==> src/rtl/ddr3_wr_packer.sv <==
// rtl/ddr3_wr_packer.sv - packs narrow framed beats into full-width DDR3 FIFO words
module ddr3_wr_packer #(
    parameter int IN_WIDTH  = 16,
    parameter int OUT_WIDTH = 128
) (
    input  logic                 clk,
    input  logic                 rst_n,
    input  logic                 din_vld,
    input  logic [IN_WIDTH-1:0]  din,
    input  logic                 din_sof,
    input  logic                 din_eof,
    output logic                 fifo_wren,
    output logic [OUT_WIDTH-1:0] fifo_wrdata,
    input  logic                 fifo_full,
    input  logic                 fifo_rst_busy,
    output logic                 wr_addr_clr,
    output logic                 frame_done,
    output logic [15:0]          frm_word_cnt,
    output logic [15:0]          ovf_cnt
);

    localparam int RATIO = OUT_WIDTH / IN_WIDTH;
    localparam int LW    = $clog2(RATIO);
    localparam logic [LW-1:0] LAST_LANE = LW'(RATIO - 1);

    typedef enum logic {
        S_IDLE = 1'b0,
        S_PACK = 1'b1
    } state_t;

    state_t                state_q, state_d;
    logic [LW-1:0]         lane_q, lane_d;
    logic [OUT_WIDTH-1:0]  word_q, word_d;
    logic                  wren_q, wren_d;
    logic [OUT_WIDTH-1:0]  wrdata_q, wrdata_d;
    logic                  clr_q, clr_d;
    logic                  done_q, done_d;
    logic [15:0]           frm_q, frm_d;
    logic [15:0]           ovf_q, ovf_d;

    // Combinational working values for the current beat
    logic                  is_sof;
    logic                  accept;
    logic                  complete;
    logic                  blocked;
    logic [LW-1:0]         lane_idx;
    logic [OUT_WIDTH-1:0]  base;
    logic [OUT_WIDTH-1:0]  merged;

    // Next-state: FSM transitions, lane packing, write/drop decision and counters
    always_comb begin
        state_d  = state_q;
        lane_d   = lane_q;
        word_d   = word_q;
        wren_d   = 1'b0;
        wrdata_d = wrdata_q;
        clr_d    = 1'b0;
        done_d   = 1'b0;
        frm_d    = frm_q;
        ovf_d    = ovf_q;
        is_sof   = din_vld && din_sof;
        accept   = din_vld && (din_sof || (state_q == S_PACK));
        blocked  = fifo_full || fifo_rst_busy;
        complete = 1'b0;

        // A sof beat discards any partial word and restarts packing at lane 0
        if (is_sof) begin
            clr_d    = 1'b1;
            frm_d    = 16'd0;
            base     = '0;
            lane_idx = '0;
        end else begin
            base     = word_q;
            lane_idx = lane_q;
        end

        merged = base;
        for (int k = 0; k < RATIO; k++) begin
            if (k == int'(lane_idx)) begin
                merged[k*IN_WIDTH +: IN_WIDTH] = din;
            end
        end

        if (accept) begin
            complete = (lane_idx == LAST_LANE) || din_eof;
            if (complete) begin
                // Clearing the accumulator is what zero-pads a short final word
                word_d = '0;
                lane_d = '0;
                done_d = din_eof;
                if (!blocked) begin
                    wren_d   = 1'b1;
                    wrdata_d = merged;
                    if (frm_d != 16'hFFFF) begin
                        frm_d = frm_d + 16'd1;
                    end
                end else if (ovf_q != 16'hFFFF) begin
                    ovf_d = ovf_q + 16'd1;
                end
                state_d = din_eof ? S_IDLE : S_PACK;
            end else begin
                word_d  = merged;
                lane_d  = lane_idx + LW'(1);
                state_d = S_PACK;
            end
        end
    end

    // State and output registers; asynchronous reset drops any partial word
    always_ff @(posedge clk or negedge rst_n) begin
        if (!rst_n) begin
            state_q  <= S_IDLE;
            lane_q   <= '0;
            word_q   <= '0;
            wren_q   <= 1'b0;
            wrdata_q <= '0;
            clr_q    <= 1'b0;
            done_q   <= 1'b0;
            frm_q    <= 16'd0;
            ovf_q    <= 16'd0;
        end else begin
            state_q  <= state_d;
            lane_q   <= lane_d;
            word_q   <= word_d;
            wren_q   <= wren_d;
            wrdata_q <= wrdata_d;
            clr_q    <= clr_d;
            done_q   <= done_d;
            frm_q    <= frm_d;
            ovf_q    <= ovf_d;
        end
    end

    assign fifo_wren    = wren_q;
    assign fifo_wrdata  = wrdata_q;
    assign wr_addr_clr  = clr_q;
    assign frame_done   = done_q;
    assign frm_word_cnt = frm_q;
    assign ovf_cnt      = ovf_q;

endmodule
==> config.mk <==
export PLATFORM = sky130hd
export DESIGN_NAME = ddr3_wr_packer
export DESIGN_NICKNAME = d
export VERILOG_FILES = /design/src/rtl/ddr3_wr_packer.sv
export SDC_FILE = /design/constraint.sdc
export NUM_CORES = 1
export LEC_CHECK = 0
export BUFFER_PORTS_ARGS = -buffer_cell sky130_fd_sc_hd__buf_2
export CELL_PAD_IN_SITES_DETAIL_PLACEMENT = 2
export CELL_PAD_IN_SITES_GLOBAL_PLACEMENT = 2
export CORE_UTILIZATION = 41
export CTS_BUF_LIST = sky130_fd_sc_hd__clkbuf_4 sky130_fd_sc_hd__clkbuf_8
export CTS_CLUSTER_DIAMETER = 150
export DETAILED_ROUTE_END_ITERATION = 8
export PLACE_DENSITY = 0.88
export SKIP_CTS_REPAIR_TIMING = 1
export SYNTH_ARGS = -nofsm -noshare
export SYNTH_HDL_FRONTEND = slang
export SYNTH_SLANG_ARGS = --single-unit
export TNS_END_PERCENT = 50
==> constraint.sdc <==
create_clock -name clk -period 3.85 [get_ports clk]
set_input_delay 0.1925 -clock clk [delete_from_list [all_inputs] [get_ports clk]]
set_output_delay 0.1925 -clock clk [all_outputs]
set_load 0.05 [all_outputs]
==> flow_summary.toml <==
[outcome]
status = "finished with violations"
violations = "design-rule violations"

[timing]
max_freq_ghz = 0.314
finalMaxSlewViolations = 0
hold_viol = 0
slew-limit-headroom_pct = 38.6
worstMarginPinSlew_ps = 913
holdWs_ps = 111
fin_crit_sh_pct = 82.7
setup_ws_ps = 667
finClkSkew_ps = 23.1
setup_tns_ps = 0
period_minus_slack_ps = 3180
setup_viol = 0
rsz0062_at_grt = "false"

[worst_setup_path]
end_kind = "flop"
worstPathRequired_ps = 4370
start_kind = "flop"
cp_max_fo = 16
cp_common_cell = "ha_1"
path_buf_inv = 0
worstPathCellList = "and2_1 > ha_1 > ha_1 > or4_1 > o21ai_2 > a22o_1"
cp_data_arrival_time_ps = 3700
critPathTopFamily = "compound AO/OA/AOI/OAI gates"
worst-setup-path-type = "reg -> reg"
cp_slowest_cell = "or4_1"
cpPeakStageDelay_ps = 870

[cts]
cts.path.max_buffers = 3
cts_tree = "built"
clock_latency_ps = 600
cts_inserted_buffers = 51
clock_sinks = 295
root_buffer = "clkbuf_8"
cts_max_level = 2
clk_pin_slew_ps = 60

[synthesis]
synth_top_flop_cell = "dfrtp_1"
avgSynthCellArea_um2 = 10.0
yosysUniqueCellTypes = 49
synthTopCellsByArea = "dfrtp_1, a22o_1, nand2_1"
syn_area_mm2 = 0.0130
seq_area_frac_synth_pct = 56.9
synth.largest_area_cell = "dfrtp_1"
synth_edf_count = 0
synth-seq-cells = 295
synthesis.instances = 1292
yosysWarnings = 0
synthArstFlopShare_pct = 100
synth_top_cell_area_share_pct = 56.9
synth_nets = 1322

[global_route]
antenna_found_initial = 1
grt_pass1_wl_um = 82600
grt_overflow = 0
grt_util_all_layers_pct = 33.0
first_global_vias = 13100
grt_max_degree = 82

[power]
powerDensity_mw_per_mm2 = 613
vdd_drop_max_uv = 298
power_mw = 9.42
p_leak_nw = 7.13

[cells_and_area]
drive_above_1_share_pct = 22.1
post-route-util_pct = 49.8
area_growth_pct = 18.5
post-route-cell-area_mm2 = 0.0154
fin_cells = 1879
n_antenna_cell = 0
fin_nets = 1477

[floorplanning]
core-area_mm2 = 0.0308
die_area_mm2 = 0.0323
io_pins = 186
start_util_pct = 42.1
fp-row-count = 64
die-width_um = 180
die_h_um = 180

[run]
maxCapViolCount = 0

[drt]
drc = 14
dr.pass1.iters = 9
drt-initial-drc-count = 944
wire_per_inst_um = 28.2
wirelength_um = 53100
vias = 11900
viasPerCell = 6.31
final_antenna_net_count = 0

[place]
dpl.hpwl_um = 30300
dp_slack_ps = 396
portBuffers = 185
dpl.cell_count = 1788
postPlaceCellArea_mm2 = 0.0142
gp_congestion = 0.813

[hold_path]
hp-class = "in -> reg"
## cell type report
| class | count | area, um2 |
|---|---|---|
| Multi-Input combinational cell | 872 | 5080 |
| Sequential cell | 295 | 7380 |
| Inverter | 7 | 28.8 |
| Clock inverter | 4 | 70.1 |
| Fill cell | 3145 | 15500 |
| Clock buffer | 85 | 1070 |
| Tap cell | 396 | 495 |
| Timing Repair Buffer | 220 | 1240 |
## logic make-up (layout without fill, tap and decap cells)
logic type | count (synthesis) | after routing | share of synthesized area, %
compound gates | 337 | 337 | 18.5
xor+xnor | 19 | 19 | 1.28
fa+ha+maj | 7 | 7 | 0.675
buf+inv | 125 | 316 | 4.05
flops | 295 | 295 | 56.9
mux | 5 | 5 | 0.396
simple gates | 504 | 504 | 18.2
## report_power, final
| part | internal, mW | switching [mW] | leakage [nW] | total, mW |
|---|---|---|---|---|
| combinational | 0.526 | 1.90 | 2.59 | 2.43 |
| clock | 1.87 | 1.37 | 0.606 | 3.24 |
| sequential | 3.45 | 0.299 | 3.93 | 3.75 |
## worst min-delay path: stages
cell and delay, ps:
buf_2 260, nand2_1 120, a31oi_1 70
## routing by layer
| metal | global-route usage [%] | up-vias | wire [um] |
|---|---|---|---|
| li1 | - | 4902 | - |
| met1 | 41.5 | 6271 | 21700 |
| met2 | 55.7 | 515 | 25900 |
| met3 | 5.85 | 173 | 3220 |
| met4 | 15.0 | 2 | 2200 |
| met5 | 0 | - | 17 |
## path summary, 6_finish.rpt
| kind | to | cells after the start | from | slack, ps |
|---|---|---|---|---|
| max | word_q[110] | 6 | lane_q[0] | 670 |
| min | fifo_wrdata[54] | 3 | din[6] | 110 |
| max reg2reg | word_q[110] | 6 | lane_q[0] | 670 |
| min reg2reg | fifo_wrdata[118] | 2 | fifo_wrdata[118] | 480 |
| max in group asynchronous | fifo_wrdata[19] | 3 | rst_n | 2660 |
| min in group asynchronous | word_q[124] | 2 | rst_n | 170 |
## registers in the layout, summed over array words and instances (netlist names)
| name | cells |
|---|---|
| ovf_cnt | 16 |
| state_q | 1 |
| wr_addr_clr | 1 |
| fifo_wren | 1 |
| frm_word_cnt | 16 |
| fifo_wrdata | 128 |
| lane_q | 3 |
| word_q | 128 |
| frame_done | 1 |
## cell usage in the layout, fill, tap and decap left out, types with 3 or more instances in the layout
master / netlist / layout
dfrtp_1: 295 / 295
nand2_1: 203 / 201
buf_2: 27 / 184
nand3_1: 122 / 122
a22o_1: 112 / 112
nor2_1: 76 / 76
clkbuf_8: 0 / 69
o21ai_0: 68 / 68
a31oi_1: 64 / 64
o21a_1: 50 / 50
buf_4: 6 / 30
a21oi_1: 24 / 24
and3_1: 20 / 20
nor3b_1: 18 / 18
clkbuf_4: 0 / 16
nand4_1: 15 / 15
nor3_1: 12 / 12
xor2_1: 11 / 11
and2_1: 9 / 9
xnor2_1: 8 / 8
o21ai_2: 7 / 7
ha_1: 7 / 7
or4_1: 5 / 5
nand2b_1: 5 / 5
nor4_1: 4 / 4
mux2i_1: 4 / 4
inv_1: 3 / 3
and4_1: 3 / 3
o31ai_1: 3 / 3
nor2b_1: 3 / 3
buf_12: 0 / 3
## Yosys cell counts, types with 2 or more instances
library cell,number
nor3b_1,18
or3_1,2
dfrtp_1,295
nand2b_1,5
inv_1,3
a31oi_1,64
o31ai_1,3
nor4_1,4
nor4_2,2
buf_1,11
o21ai_2,7
nor3_1,12
o21a_1,50
nand3_1,122
nand4_1,15
or4_1,5
and2_1,9
buf_4,6
buf_2,27
xor2_1,11
nor2_1,76
clkinv_1,2
a22o_1,112
xnor2_1,8
nand2_1,203
and4_1,3
ha_1,7
o21ai_0,68
mux2i_1,4
and3_1,20
a21oi_1,24
nor2b_1,3
inv_2,2
clkbuf_1,74
(Power assumes the default switching activity.)
